File: config.mk
export PLATFORM = sky130hd
export DESIGN_NAME = de_shift_reg
export DESIGN_NICKNAME = d
export VERILOG_FILES = /design/src/rtl/de_shift_reg.sv
export SDC_FILE = /design/constraint.sdc
export NUM_CORES = 1
export LEC_CHECK = 0
export BUFFER_PORTS_ARGS = -buffer_cell sky130_fd_sc_hd__buf_2
export CORE_MARGIN = 1.5
export CORE_UTILIZATION = 40
export CTS_BUF_LIST = sky130_fd_sc_hd__clkbuf_4
export DETAILED_ROUTE_END_ITERATION = 10
export GPL_TIMING_DRIVEN = 0
export PLACE_DENSITY = 0.71
export SYNTH_ARGS = -nofsm -noshare
export SYNTH_HDL_FRONTEND = slang
export SYNTH_SLANG_ARGS = --single-unit
File: constraint.sdc
create_clock -name clk -period 1.4 [get_ports clk]
set_clock_uncertainty 0.2 [all_clocks]
set_input_delay 0.42 -clock clk [delete_from_list [all_inputs] [get_ports clk]]
set_output_delay 0.42 -clock clk [all_outputs]
set_load 0.005 [all_outputs]
File: src/rtl/de_shift_reg.sv
// rtl/de_shift_reg.sv - loadable, bidirectional shift/rotate register with saturating shift counter
module de_shift_reg #(
    parameter int                WIDTH       = 8,
    parameter int                ROTATE      = 0,
    parameter logic [WIDTH-1:0]  RESET_VALUE = '0,
    localparam int               CW          = $clog2(WIDTH + 1)
) (
    input  logic             clk,
    input  logic             reset,
    input  logic             E,
    input  logic             clr,
    input  logic [1:0]       mode,
    input  logic [WIDTH-1:0] D,
    input  logic             sin,
    output logic [WIDTH-1:0] Q,
    output logic             sout_l,
    output logic             sout_r,
    output logic [CW-1:0]    cnt,
    output logic             done
);

    localparam logic [1:0] MODE_HOLD  = 2'b00;
    localparam logic [1:0] MODE_LOAD  = 2'b01;
    localparam logic [1:0] MODE_LEFT  = 2'b10;
    localparam logic [1:0] MODE_RIGHT = 2'b11;

    localparam logic [CW-1:0] CNT_MAX = CW'(WIDTH);

    logic fill_l;
    logic fill_r;
    logic cnt_sat;

    // ROTATE is elaboration-time, so sin is structurally cut off in rotate builds
    generate
        if (ROTATE != 0) begin : g_rotate
            assign fill_l = Q[WIDTH-1];
            assign fill_r = Q[0];
        end else begin : g_serial
            assign fill_l = sin;
            assign fill_r = sin;
        end
    endgenerate

    assign cnt_sat = (cnt == CNT_MAX);

    always_ff @(posedge clk or negedge reset) begin
        if (!reset) begin
            Q   <= RESET_VALUE;
            cnt <= '0;
        end else if (clr) begin
            Q   <= RESET_VALUE;
            cnt <= '0;
        end else if (E) begin
            case (mode)
                MODE_LOAD: begin
                    Q   <= D;
                    cnt <= '0;
                end
                MODE_LEFT: begin
                    Q <= {Q[WIDTH-2:0], fill_l};
                    if (!cnt_sat) cnt <= cnt + 1'b1;
                end
                MODE_RIGHT: begin
                    Q <= {fill_r, Q[WIDTH-1:1]};
                    if (!cnt_sat) cnt <= cnt + 1'b1;
                end
                default: begin
                    Q   <= Q;
                    cnt <= cnt;
                end
            endcase
        end
    end

    assign sout_l = Q[WIDTH-1];
    assign sout_r = Q[0];
    assign done   = cnt_sat;

endmodule

==> impl_metrics.tcl <==
set metrics [dict create \
    cpPeakStageDelay_ns 0.37 \
    rsz0062_at_grt "true" \
    synthTopCellsByArea "dfrtp_1 40%, mux2i_1 13%, a22o_1 9.3%, a21oi_1 5.3%, nor2_1 4.0%" \
    setup_viol 17 \
    area_growth_pct 45.9 \
    crit_type "reg -> out" \
    cp_max_fo 2 \
    die_width_um 46.4 \
    crit_buf_inv 2 \
    seq_area_frac_synth_pct 39.8 \
    hpwl_um 1270 \
    p_per_area_nw_per_um2 747 \
    avgViaCountPerCell 5.10 \
    path_clk_slew_ns 0.08 \
    min_to "cnt[3]$_DFFE_PN0P_" \
    grt_pass1_wl_um 3060 \
    crit_path_end_kind "primary output" \
    drt_iter0_markers 5 \
    worstPathRequired_ns 0.78 \
    gr-usage-all-layers_pct 20.6 \
    worstSetupStartpointType "flop" \
    drive_gt1_share_pct 48.3 \
    setup_slack_ns -0.399 \
    final_common_cell "buf_2" \
    hold_depth 3 \
    cts_buffer_depth 2 \
    cts.sinks 12 \
    slowest_stage "dfrtp_1" \
    r2r_start "cnt[0]$_DFFE_PN0P_" \
    yosys_warnings 0 \
    ff2ff_path_depth 6 \
    preCtsSetupSlack_ns -0.220 \
    cts_tree "done" \
    drt-wirelength-per-cell_um 13.3 \
    numCtsBuffers 3 \
    violations "setup timing" \
    die-area_um2 2160 \
    syn-instance-count 73 \
    p_leak_nw 0.584 \
    core.rowCount 15 \
    io_buffers 27 \
    start_util_pct 43.2 \
    hold_viol 0 \
    io_pins 30 \
    yosysTopAreaCell "dfrtp_1" \
    hold_start "E" \
    wl_um 1870 \
    syn_nets 90 \
    post-route-min-period_ns 1.80 \
    maxCapViolCount 0 \
    vias 719 \
    globalplace.congestion 0.780 \
    grt_max_degree 13 \
    ys_types 23 \
    fin_hold_ws_ns 0.277 \
    grt_pass1_vias 723 \
    cts_root_buffer "clkbuf_4" \
    peakVddDrop_v 0.000338 \
    finalCritPeriodShare_pct 129 \
    slew_headroom_pct 78.2 \
    reg2reg_slack_ns -0.17 \
    antenna_found_initial 0 \
    worst_pin_slew_ns 0.325 \
    die_y_um 46.4 \
    synth_seq_cells 12 \
    status "finished with violations" \
    stdcell_count 141 \
    clock.fmax_mhz 556 \
    clk_latency_ns 0.27 \
    firstDrtPassIters 3 \
    critPathTopFamily "flip-flops" \
    dp.cells 125 \
    final_cell_mix "26 x buf_2, 12 x dfrtp_1, 11 x buf_4" \
    cp_cell_sequence "inv_1 > ha_2 > and3b_2 > buf_2" \
    synth_area_um2 754 \
    core-area_um2 1750 \
    diodes 0 \
    grt-ovfl-total 0 \
    startpoint "cnt[0]$_DFFE_PN0P_" \
    totalPowerFinal_mw 0.822 \
    report.final.slew_viol_count 0 \
    final_nets 134 \
    crit-reg2reg-capture "cnt[1]$_DFFE_PN0P_" \
    cts.htree.levels 1 \
    synth.top_cell.area_share_pct 39.8 \
    syn_area_per_cell_um2 10.3 \
    drc 0 \
    hp-class "in -> reg" \
    ant_nets 0 \
    cp.arrival_ns 1.18 \
]
-- synthesized netlist by cell type --
cell type and instances:
and3_1 1, dfrtp_1 12, nor2b_2 1, buf_2 2
a2bb2oi_1 1, nor2b_4 1, nor2_1 8, mux2i_1 10
o21a_4 1, a21oi_1 8, buf_4 2, inv_1 4
nand2b_1 1, and3b_1 1, o221ai_1 1, nand3b_1 1
nand2_1 2, a22o_1 8, ha_1 2, nand4_1 1
o2bb2ai_1 2, buf_6 2, nor2_4 1
-- cell type report --
| type | count | area [um^2] |
|---|---|---|
| Multi-Input combinational cell | 51 | 419 |
| Sequential cell | 12 | 300 |
| Tap cell | 25 | 31.3 |
| Buffer | 6 | 68.8 |
| Inverter | 4 | 15.0 |
| Clock inverter | 1 | 3.75 |
| Fill cell | 178 | 644 |
| Clock buffer | 3 | 22.5 |
| Timing Repair Buffer | 39 | 240 |
-- power breakdown --
| group | leakage (nW) | total [mW] | switching [mW] | internal [mW] |
|---|---|---|---|---|
| logic | 0.406 | 0.216 | 0.0966 | 0.119 |
| clock network | 0.0154 | 0.231 | 0.128 | 0.103 |
| registers | 0.163 | 0.375 | 0.0113 | 0.364 |
-- worst reg2reg max path: stages (launching register included) --
cell,delay [ns]
dfrtp_1,0.37
inv_1,0.05
ha_2,0.16
and3b_2,0.20
buf_4,0.14
a2bb2oi_4,0.19
mux2i_1,0.19
-- timing repair --
action	4_1_cts	5_1_grt
hold buffers	1	0
endpoints found under the hold margin	12	0
pin swaps	2	2
buffers inserted	11	2
setup endpoints to repair	19	19
resized for setup	7	0
-- sequential cells by signal, summed over array words and instances, names as in the netlist --
| name | count |
|---|---|
| cnt | 4 |
| Q | 8 |
-- metal layers --
layer  GRT usage (%)  part of all wire (%)
met1            23.1                    42
met5               0                     0
met4            8.57                   1.4
met2            36.4                    52
met3            5.10                   5.0
-- cells by family after synthesis --
family                     count (synthesis)  share of synthesized area [%]
DFF                                       12                           39.8
AOI/OAI and AO/OA                         21                           21.2
adders and majority gates                  2                           3.32
and+or+nand+nor                           18                           14.1
buffers and inverters                     10                           8.29
muxes                                     10                           13.3
-- worst max-delay path by stage --
stage	depth (start not counted)	endpoint
floorplan	5	Q[0]$_DFFE_PN0P_
global placement	4	done
detailed placement	4	done
CTS	4	done
global route	4	done
finish	4	done
-- stage by stage --
stage / area, um^2 / utilization, % / TNS [ns]
after global routing: 1100 / 63.1 / -2.64
final: 1100 / 63.1 / -1.88
after CTS: 1100 / 63.1 / -1.84
after detailed placement: 945 / 54.1 / -1.72
after global placement: 945 / 54.1 / -1.57
after floorplan: 778 / - / -0.809
(Power assumes the default switching activity.)
